===== src/rtl/bht_update_sched.sv =====
// Branch history table of 2-bit saturating counters behind one shared port.
// Fetch lookups take priority; resolved-branch updates queue in a FIFO and retire on idle port cycles.
module bht_update_sched #(
  parameter int         IDX_W      = 4,
  parameter int         FIFO_DEPTH = 4,
  parameter logic [1:0] CNT_INIT   = 2'b00
) (
  input  logic             clk,
  input  logic             reset,
  input  logic             clear,
  input  logic             lkp_valid,
  input  logic [IDX_W-1:0] lkp_idx,
  output logic             lkp_pred,
  output logic             lkp_pred_valid,
  input  logic             upd_valid,
  input  logic [IDX_W-1:0] upd_idx,
  input  logic             upd_taken,
  output logic             upd_ready,
  output logic             busy
);

  localparam int ENTRIES = 2 ** IDX_W;
  localparam int PTR_W   = $clog2(FIFO_DEPTH);
  localparam int CNT_W   = PTR_W + 1;

  typedef enum logic [1:0] {
    ST_INIT  = 2'd0,
    ST_RUN   = 2'd1,
    ST_CLEAR = 2'd2
  } state_t;

  state_t           r_state;
  logic [IDX_W-1:0] r_walk_ptr;
  logic [PTR_W-1:0] r_rd_ptr;
  logic [PTR_W-1:0] r_wr_ptr;
  logic [CNT_W-1:0] r_count;
  logic [1:0]       r_tbl      [ENTRIES];
  logic [IDX_W-1:0] r_fifo_idx [FIFO_DEPTH];
  logic             r_fifo_tkn [FIFO_DEPTH];

  state_t           w_state_nx;
  logic [CNT_W-1:0] w_count_nx;
  logic             w_run;
  logic             w_lkp;
  logic             w_clr;
  logic             w_push;
  logic             w_pop;
  logic [IDX_W-1:0] w_head_idx;
  logic             w_head_tkn;
  logic [1:0]       w_head_cnt;
  logic             w_ready_nx;
  logic             w_busy_nx;

  function automatic logic [1:0] f_sat_step(input logic [1:0] cnt, input logic taken);
    logic [1:0] res;
    if (taken) begin
      res = (cnt == 2'd3) ? 2'd3 : cnt + 2'd1;
    end else begin
      res = (cnt == 2'd0) ? 2'd0 : cnt - 2'd1;
    end
    return res;
  endfunction

  // Port arbitration, queue bookkeeping and next-state decode.
  always_comb begin
    w_run      = (r_state == ST_RUN);
    w_lkp      = w_run & lkp_valid;
    w_clr      = w_run & clear;
    // A push coinciding with clear is dropped along with the rest of the queue.
    w_push     = upd_valid & upd_ready & ~clear;
    w_pop      = w_run & ~lkp_valid & ~clear & (r_count != '0);
    w_head_idx = r_fifo_idx[r_rd_ptr];
    w_head_tkn = r_fifo_tkn[r_rd_ptr];
    w_head_cnt = r_tbl[w_head_idx];

    case (r_state)
      ST_INIT, ST_CLEAR: w_state_nx = (&r_walk_ptr) ? ST_RUN : r_state;
      ST_RUN:            w_state_nx = clear ? ST_CLEAR : ST_RUN;
      default:           w_state_nx = ST_INIT;
    endcase

    if (w_clr) begin
      w_count_nx = '0;
    end else begin
      case ({w_push, w_pop})
        2'b10:   w_count_nx = r_count + {{(CNT_W-1){1'b0}}, 1'b1};
        2'b01:   w_count_nx = r_count - {{(CNT_W-1){1'b0}}, 1'b1};
        default: w_count_nx = r_count;
      endcase
    end

    w_ready_nx = (w_state_nx == ST_RUN) && (w_count_nx < CNT_W'(FIFO_DEPTH));
    w_busy_nx  = (w_state_nx != ST_RUN) || (w_count_nx != '0);
  end

  // Control state, queue pointers and registered outputs.
  always_ff @(posedge clk or negedge reset) begin
    if (!reset) begin
      r_state        <= ST_INIT;
      r_walk_ptr     <= '0;
      r_rd_ptr       <= '0;
      r_wr_ptr       <= '0;
      r_count        <= '0;
      lkp_pred       <= 1'b0;
      lkp_pred_valid <= 1'b0;
      upd_ready      <= 1'b0;
      busy           <= 1'b1;
    end else begin
      r_state <= w_state_nx;
      if (!w_run) begin
        r_walk_ptr <= r_walk_ptr + {{(IDX_W-1){1'b0}}, 1'b1};
      end else if (w_clr) begin
        r_walk_ptr <= '0;
      end else begin
        r_walk_ptr <= r_walk_ptr;
      end
      if (w_clr) begin
        r_rd_ptr <= '0;
        r_wr_ptr <= '0;
      end else begin
        if (w_push) r_wr_ptr <= r_wr_ptr + {{(PTR_W-1){1'b0}}, 1'b1};
        if (w_pop)  r_rd_ptr <= r_rd_ptr + {{(PTR_W-1){1'b0}}, 1'b1};
      end
      r_count        <= w_count_nx;
      lkp_pred_valid <= w_lkp;
      if (w_lkp) lkp_pred <= r_tbl[lkp_idx][1];
      upd_ready      <= w_ready_nx;
      busy           <= w_busy_nx;
    end
  end

  // Update queue storage; contents are meaningless outside [rd_ptr, wr_ptr).
  always_ff @(posedge clk) begin
    if (w_push) begin
      r_fifo_idx[r_wr_ptr] <= upd_idx;
      r_fifo_tkn[r_wr_ptr] <= upd_taken;
    end
  end

  // Counter table: init/clear walk outside RUN, read-modify-write of the queue head in RUN.
  always_ff @(posedge clk) begin
    if (!w_run) begin
      r_tbl[r_walk_ptr] <= CNT_INIT;
    end else if (w_pop) begin
      r_tbl[w_head_idx] <= f_sat_step(w_head_cnt, w_head_tkn);
    end
  end

endmodule


===== config.mk =====
export PLATFORM = sky130hd
export DESIGN_NAME = bht_update_sched
export DESIGN_NICKNAME = d
export VERILOG_FILES = /design/src/rtl/bht_update_sched.sv
export SDC_FILE = /design/constraint.sdc
export NUM_CORES = 1
export LEC_CHECK = 0
export CELL_PAD_IN_SITES_DETAIL_PLACEMENT = 0
export CELL_PAD_IN_SITES_GLOBAL_PLACEMENT = 1
export CORE_MARGIN = 8
export CORE_UTILIZATION = 52
export CTS_BUF_LIST = sky130_fd_sc_hd__clkbuf_2
export CTS_CLUSTER_DIAMETER = 50
export DETAILED_ROUTE_END_ITERATION = 8
export GPL_TIMING_DRIVEN = 0
export MAX_ROUTING_LAYER = met4
export PLACE_DENSITY_LB_ADDON = 0.1
export RECOVER_POWER = 50
export SYNTH_ARGS = -nofsm -noshare
export SYNTH_HDL_FRONTEND = slang
export SYNTH_SLANG_ARGS = --single-unit

===== constraint.sdc =====
create_clock -name clk -period 3.45 [get_ports clk]
set_input_delay 0.69 -clock clk [delete_from_list [all_inputs] [get_ports clk]]
set_output_delay 0.69 -clock clk [all_outputs]
set_load 0.1 [all_outputs]

-- Word-level counts from Yosys, hierarchy flattened
Memory sizes are Yosys's and may differ from the RTL's. A register that Yosys moved wholly into a read port is not among the register bits.
Cells that the tools add are included.
Widths: inputs -> output; s select.
- equality and inequality tests: 8
- add/sub/neg operators: 7
- magnitude comparators: 1
- bitwise gates (word level): 9
- mux-type cells: 25
- shifts and indexed selects: 0
- multiply operators: 0
- reduce and logical (&&, ||, !) cells: 12
- div/mod/pow operators: 0
- operator list (kind ; count):
    $mux 2 ; 12
    $mux 4 ; 3
    $and 1x1->1 ; 7
    $mux 1 ; 7
    $add 2x1->2 const B ; 3
    $eq 2x1->1 const B ; 3
    $eq 2x2->1 const B ; 3
    $pmux 3 s2 ; 1
    $reduce_bool 3->1 ; 2
    $add 4x1->4 const B ; 1
    $logic_not 2->1 ; 2
    $ne 2x1->1 const B ; 2
    $pmux 2 s2 ; 1
    $reduce_and 4->1 ; 1
    $reduce_bool 2->1 ; 2
    $reduce_or 2->1 ; 2
    $add 3x1->3 const B ; 1
    $lt 3x3->1 const B ; 1
    $mux 3 ; 1
    $sub 3x1->3 const B ; 1
    $not 1->1 ; 2
    $sub 2x1->2 const B ; 1
    $logic_and 1x1->1 ; 1
    $logic_not 1->1 ; 1
    $logic_or 1x1->1 ; 1
- bits in registers: 16
- output and inout bits: 4
- memory bits (read-only): 0
- memories: 3
- logic and storage cells: 73
- bits in latches: 0
- bits in writable memories: 52
- memory list (name ; words ; width ; read ports ; clocked after Yosys merged registers in ; wr ports ; line ; text):
    r_tbl ; 16 ; 2 ; 2 ; 1 ; 1 ; 37 ; logic [1:0] r_tbl [ENTRIES];
    r_fifo_idx ; 4 ; 4 ; 1 ; 0 ; 1 ; 38 ; logic [IDX_W-1:0] r_fifo_idx [FIFO_DEPTH];
    r_fifo_tkn ; 4 ; 1 ; 1 ; 0 ; 1 ; 39 ; logic r_fifo_tkn [FIFO_DEPTH];

-- Longest topological paths before layout
Gate-level depths: netlist of run 1.
- depth in word-level cells: 9
- mapped depth: 11
- gate-level depth less buffers: 10

-- Worst setup path after synthesis of run 1
OpenSTA, ideal clock, no wires.
- path type: flip-flop to flip-flop
- start: register r_rd_ptr[0]
- end: memory r_tbl[0][1] (data pin)
- buffers on the path: 2
- library setup time: 0.340 ns
- required time: 3.110 ns
- arrival: 2.688 ns
- stages on the path, launching flop included: 9
- slack: 0.422 ns
- cell sequence: dfrtp_1 buf_6 mux4_2 buf_4 mux2i_1 a22oi_1 a31oi_1 o211a_1 a211oi_1
- cells in the longest elaborated chain, start to end: 8
- elaborated cells between the ends (all ways): 13
- classes of those cells: add/sub: 2; eq/ne: 1; mux: 6; reduce/logical: 1; memory: 3
- ends and longest elaborated chain (what ; line ; text):
    start, declared ; 34 ; logic [PTR_W-1:0] r_rd_ptr;
    start signal, assigned ; 122 ; if (w_pop) r_rd_ptr <= r_rd_ptr + {{(PTR_W-1){1'b0}}, 1'b1};
    $mem_v2 4x4 ; -- ;
    $mem_v2 16x2 ; -- ;
    $sub 2x1->2, or another cell as far along ; 59 ; res = (cnt == 2'd0) ? 2'd0 : cnt - 2'd1;
    $mux 2, on equally long branches ; 59, 57 ;
    $mux 2 (*) ; 56 ; if (taken) begin
    $mux 2 (*) ; 144 ; end else if (w_pop) begin
    $mux 2 (*) ; 142 ; if (!w_run) begin
    $mux 2 (no line) (*) ; -- ;
    end, declared ; 37 ;
Mark *: on every way between the ends. The rest lies on a longest branch, timed or not. The select of a mux whose other input is x is not followed.

-- Worst setup path in the final report of run 1
- start: register r_rd_ptr[0]
- end: memory r_tbl[14][1] (data pin)
Same word-level chain as after synthesis.

==> results of run 1 <==
-- state kept, by name, indices dropped and copies added, names as in the netlist --
signal and count:
busy 1, lkp_pred 1, lkp_pred_valid 1, r_count 3, r_fifo_idx 16, r_fifo_tkn 4
r_rd_ptr 2, r_state 2, r_tbl 32, r_walk_ptr 4, r_wr_ptr 2, upd_ready 1
-- per-stage QoR --
step	instance area, sq um	hold WS (ns)
6_report	3610	0.560
5_1_grt	3610	0.609
4_1_cts	3610	0.562
3_5_place_dp	3490	0.521
3_3_place_gp	3480	0.497
2_1_floorplan	3220	0.394
-- kinds of logic after synthesis --
family,Yosys count
buf+inv,18
mux,36
simple gates,65
xor+xnor,5
fa+ha+maj,9
compound gates,28
flops,69
-- layout by cell type (no fill, tap or decap), types with 4 or more instances in the layout --
master,synthesis,final
edfxtp_1,52,52
nor2_1,31,31
mux2i_1,23,23
dfrtp_1,16,16
nand2_1,10,10
clkdlybuf4s50_1,0,10
inv_1,9,9
mux4_2,9,9
clkbuf_2,0,9
dlygate4sd3_1,0,7
ha_1,6,6
and2_0,0,5
o21ai_0,5,5
nor3_1,4,4
mux2_2,4,4
-- routing by layer --
| metal | up-vias | wire length [um] |
|---|---|---|
| met1 | 979 | 2610 |
| met4 | 0 | 152 |
| met3 | 16 | 241 |
| li1 | 928 | - |
| met5 | - | 0 |
| met2 | 48 | 2930 |
-- synth_stat cells, drive strengths merged, types with 3 or more instances --
cell,number
a211oi,3
a21oi,3
a31oi,3
a32oi,3
and2,6
buf,5
dfrtp,16
edfxtp,52
ha,6
inv,9
mux2,4
mux2i,23
mux4,9
nand2,10
nand3,3
nor2,31
nor3,4
o21ai,5
xnor2,3
-- where the power goes --
part | internal (uW) | switching, uW | total, uW | leakage [uW]
Sequential | 1040 | 99.6 | 1140 | 0.000692
Clock | 162 | 282 | 444 | 0.0000630
Combinational | 293 | 474 | 766 | 0.000591
Total | 1500 | 855 | 2350 | 0.00135
-- area by class of cell --
class	count	area, sq um
fillers	496	2350
clock buffers	9	45.0
inverters	11	41.3
multi-input cells	143	1160
repair buffers	17	170
flip-flops and latches	69	1990
well taps	75	93.8
plain buffers	7	43.8
clock inverters	7	66.3
-- path summary, 6_finish.rpt --
| check | start | to | slack [ns] | depth (start not counted) |
|---|---|---|---|---|
| worst max-delay path | r_rd_ptr[0]$_DFFE_PN0P_ | r_tbl[14][1]$_DFFE_PP_ | 0.18 | 8 |
| worst min-delay path | r_state[1]$_DFF_PN0_ | r_state[1]$_DFF_PN0_ | 0.56 | 1 |
| worst max register to register | r_rd_ptr[0]$_DFFE_PN0P_ | r_tbl[14][1]$_DFFE_PP_ | 0.18 | 8 |
| worst min register to register | r_state[1]$_DFF_PN0_ | r_state[1]$_DFF_PN0_ | 0.56 | 1 |
| max in group asynchronous | reset | r_rd_ptr[0]$_DFFE_PN0P_ | 2.28 | 1 |
| min in group asynchronous | reset | lkp_pred_valid$_DFF_PN0_ | 0.67 | 1 |
-- critical path: stages (launching register included) --
cell and delay (ns):
dfrtp_1 0.38, buf_6 0.15, mux4_2 0.61, buf_4 0.23, mux2i_1 0.14, a22oi_1 0.32
a31oi_1 0.15, o211a_1 0.24, a211oi_2 0.74
-- repair_timing --
item / CTS / global route
gates resized for setup: 0 / 2
endpoints found under the setup margin: 0 / 19
setup buffers: 0 / 0
==> out/metrics.csv, run 1 <==
stage,metric,value,unit
clocking,clk_lat worst skew,0.50,ns
logic_synthesis,register bit count reported by yosys,69,
placed_design,IO Port Bufs,17,
power,Leakage,0.00135,uW
floorplanning,Top Ports,18,
setup_path,CP required,3.63,ns
flow_run,Max Cap Viol,0,
logic_synthesis,Main synth FF type,edfxtp_1,
timing,setup TNS,0,ns
timing,Final Hold Viols,0,
placed_design,Final Wtd Congestion,0.771,
grt,global route total overflow,0,
setup_path,crit start category,flip-flop,
timing,clock skew,0.0173,ns
setup_path,Worst Setup End Kind,flip-flop,
logic_synthesis,Synth Area in Compound Gates,6.49,%
logic_synthesis,cells taking the most area after synthesis,"edfxtp_1 48%, dfrtp_1 12%, mux2i_1 7.1%",
logic_synthesis,Post-Synth Simple-Gate Area,9.29,%
timing,Slew headroom,35.1,%
placed_design,post-detail-place hpwl,4360,um
route,Residual DRC,0,
floorplanning,Starting Density,54.1,%
logic_synthesis,adder-cell area share of the yosys netlist,3.65,%
grt,antenna violations before repair,0,
clocking,clock buffer depth,2,
grt,vias in the first global route,2032,
timing,setup violators final,0,
floorplanning,DIE HEIGHT,94.7,um
finish,share of layout cells above drive strength 1,15.2,%
logic_synthesis,Async SR Flop Fraction,24.6,%
finish,final core occ,60.5,%
clocking,"Clk pin slew, worst setup/hold paths",0.18,ns
route,vias,1971,
timing,fmax,306,MHz
clocking,root buf cell,clkbuf_2,
floorplanning,core area,5960,sq um
grt,largest net degree at the start of global routing,18,
timing,Max Slew Vio Count,0,
timing,fin crit period,3.27,ns
grt,gr busiest metal,met2,
power,Total Power,2350,uW
grt,met1 usage in global routing,17.0,%
logic_synthesis,post-synthesis mux area share,14.8,%
route,DR WL/cell,17.5,um
power,cell area power density,653,nW/um^2
clocking,H-tree depth,3,
grt,met3 GRT Util,3.41,%
logic_synthesis,number of flops mapped to enable cells by yosys,52,
logic_synthesis,Synth Instances,230,
worst_hold_path,Worst Hold Class,reg2reg,
setup_path,WS Path Type,reg2reg,
clocking,total CTS buffers,9,
logic_synthesis,post-synth top area share,48.5,%
grt,met2 global-route usage,24.1,%
power,VDD IR-drop max,336,uV
floorplanning,die area,8970,sq um
logic_synthesis,"area leader, netlist",edfxtp_1,
grt,Tot GR Track Use,15.0,%
setup_path,largest fanout on the critical path,16,
logic_synthesis,Ys Warns,0,
logic_synthesis,Synth Area in XOR/XNOR,1.36,%
logic_synthesis,sequential area share after synthesis,61.7,%
finish,Post-Layout Cell Count,338,
floorplanning,FP Rows,28,
route,vias per cell,5.83,
finish,Area Overhead vs Synth,12.0,%
timing,Slew @ Worst Pin,0.971,ns
timing,fin worst setup slack,0.184,ns
clocking,clk sinks,69,
timing,Tcrit/Tclk final,94.7,%
grt,first-pass GRT wire length,9770,um
logic_synthesis,Synth Cell Area,3220,sq um
setup_path,Critical Path AT,3.45,ns
timing,RSZ-0062 raised after global routing,yes,
route,Detailed Routing Iterations Pass 1,4,
placed_design,cell count after placement,322,
placed_design,Post-Place Setup Slack,-0.452,ns
clocking,hold_buf cts,0,
clocking,CTS tree,yes,
finish,Ant. Diodes,0,
floorplanning,Die X-Extent,94.7,um
outcome,outcome,"complete, no violations",
logic_synthesis,main combinational cell family by area after synthesis,multiplexers,
route,Routed WL,5930,um
logic_synthesis,Syn Nets,251,
route,Starting DRT DRC Count,86,
route,Final ANT Viol Nets,0,
finish,Post-layout nets,279,
logic_synthesis,"Avg Cell Area, Syn",14.0,sq um
logic_synthesis,synth unique cells,45,
Note: power is estimated with default switching activity, not from simulation.
==> inputs of run 2 (changes only) <==
- CAP_MARGIN: not set -> 20
- GPL_ROUTABILITY_DRIVEN: not set -> 0
==> results of run 2 <==
The final DEF is identical to that of run 1; final timing and power are the same.
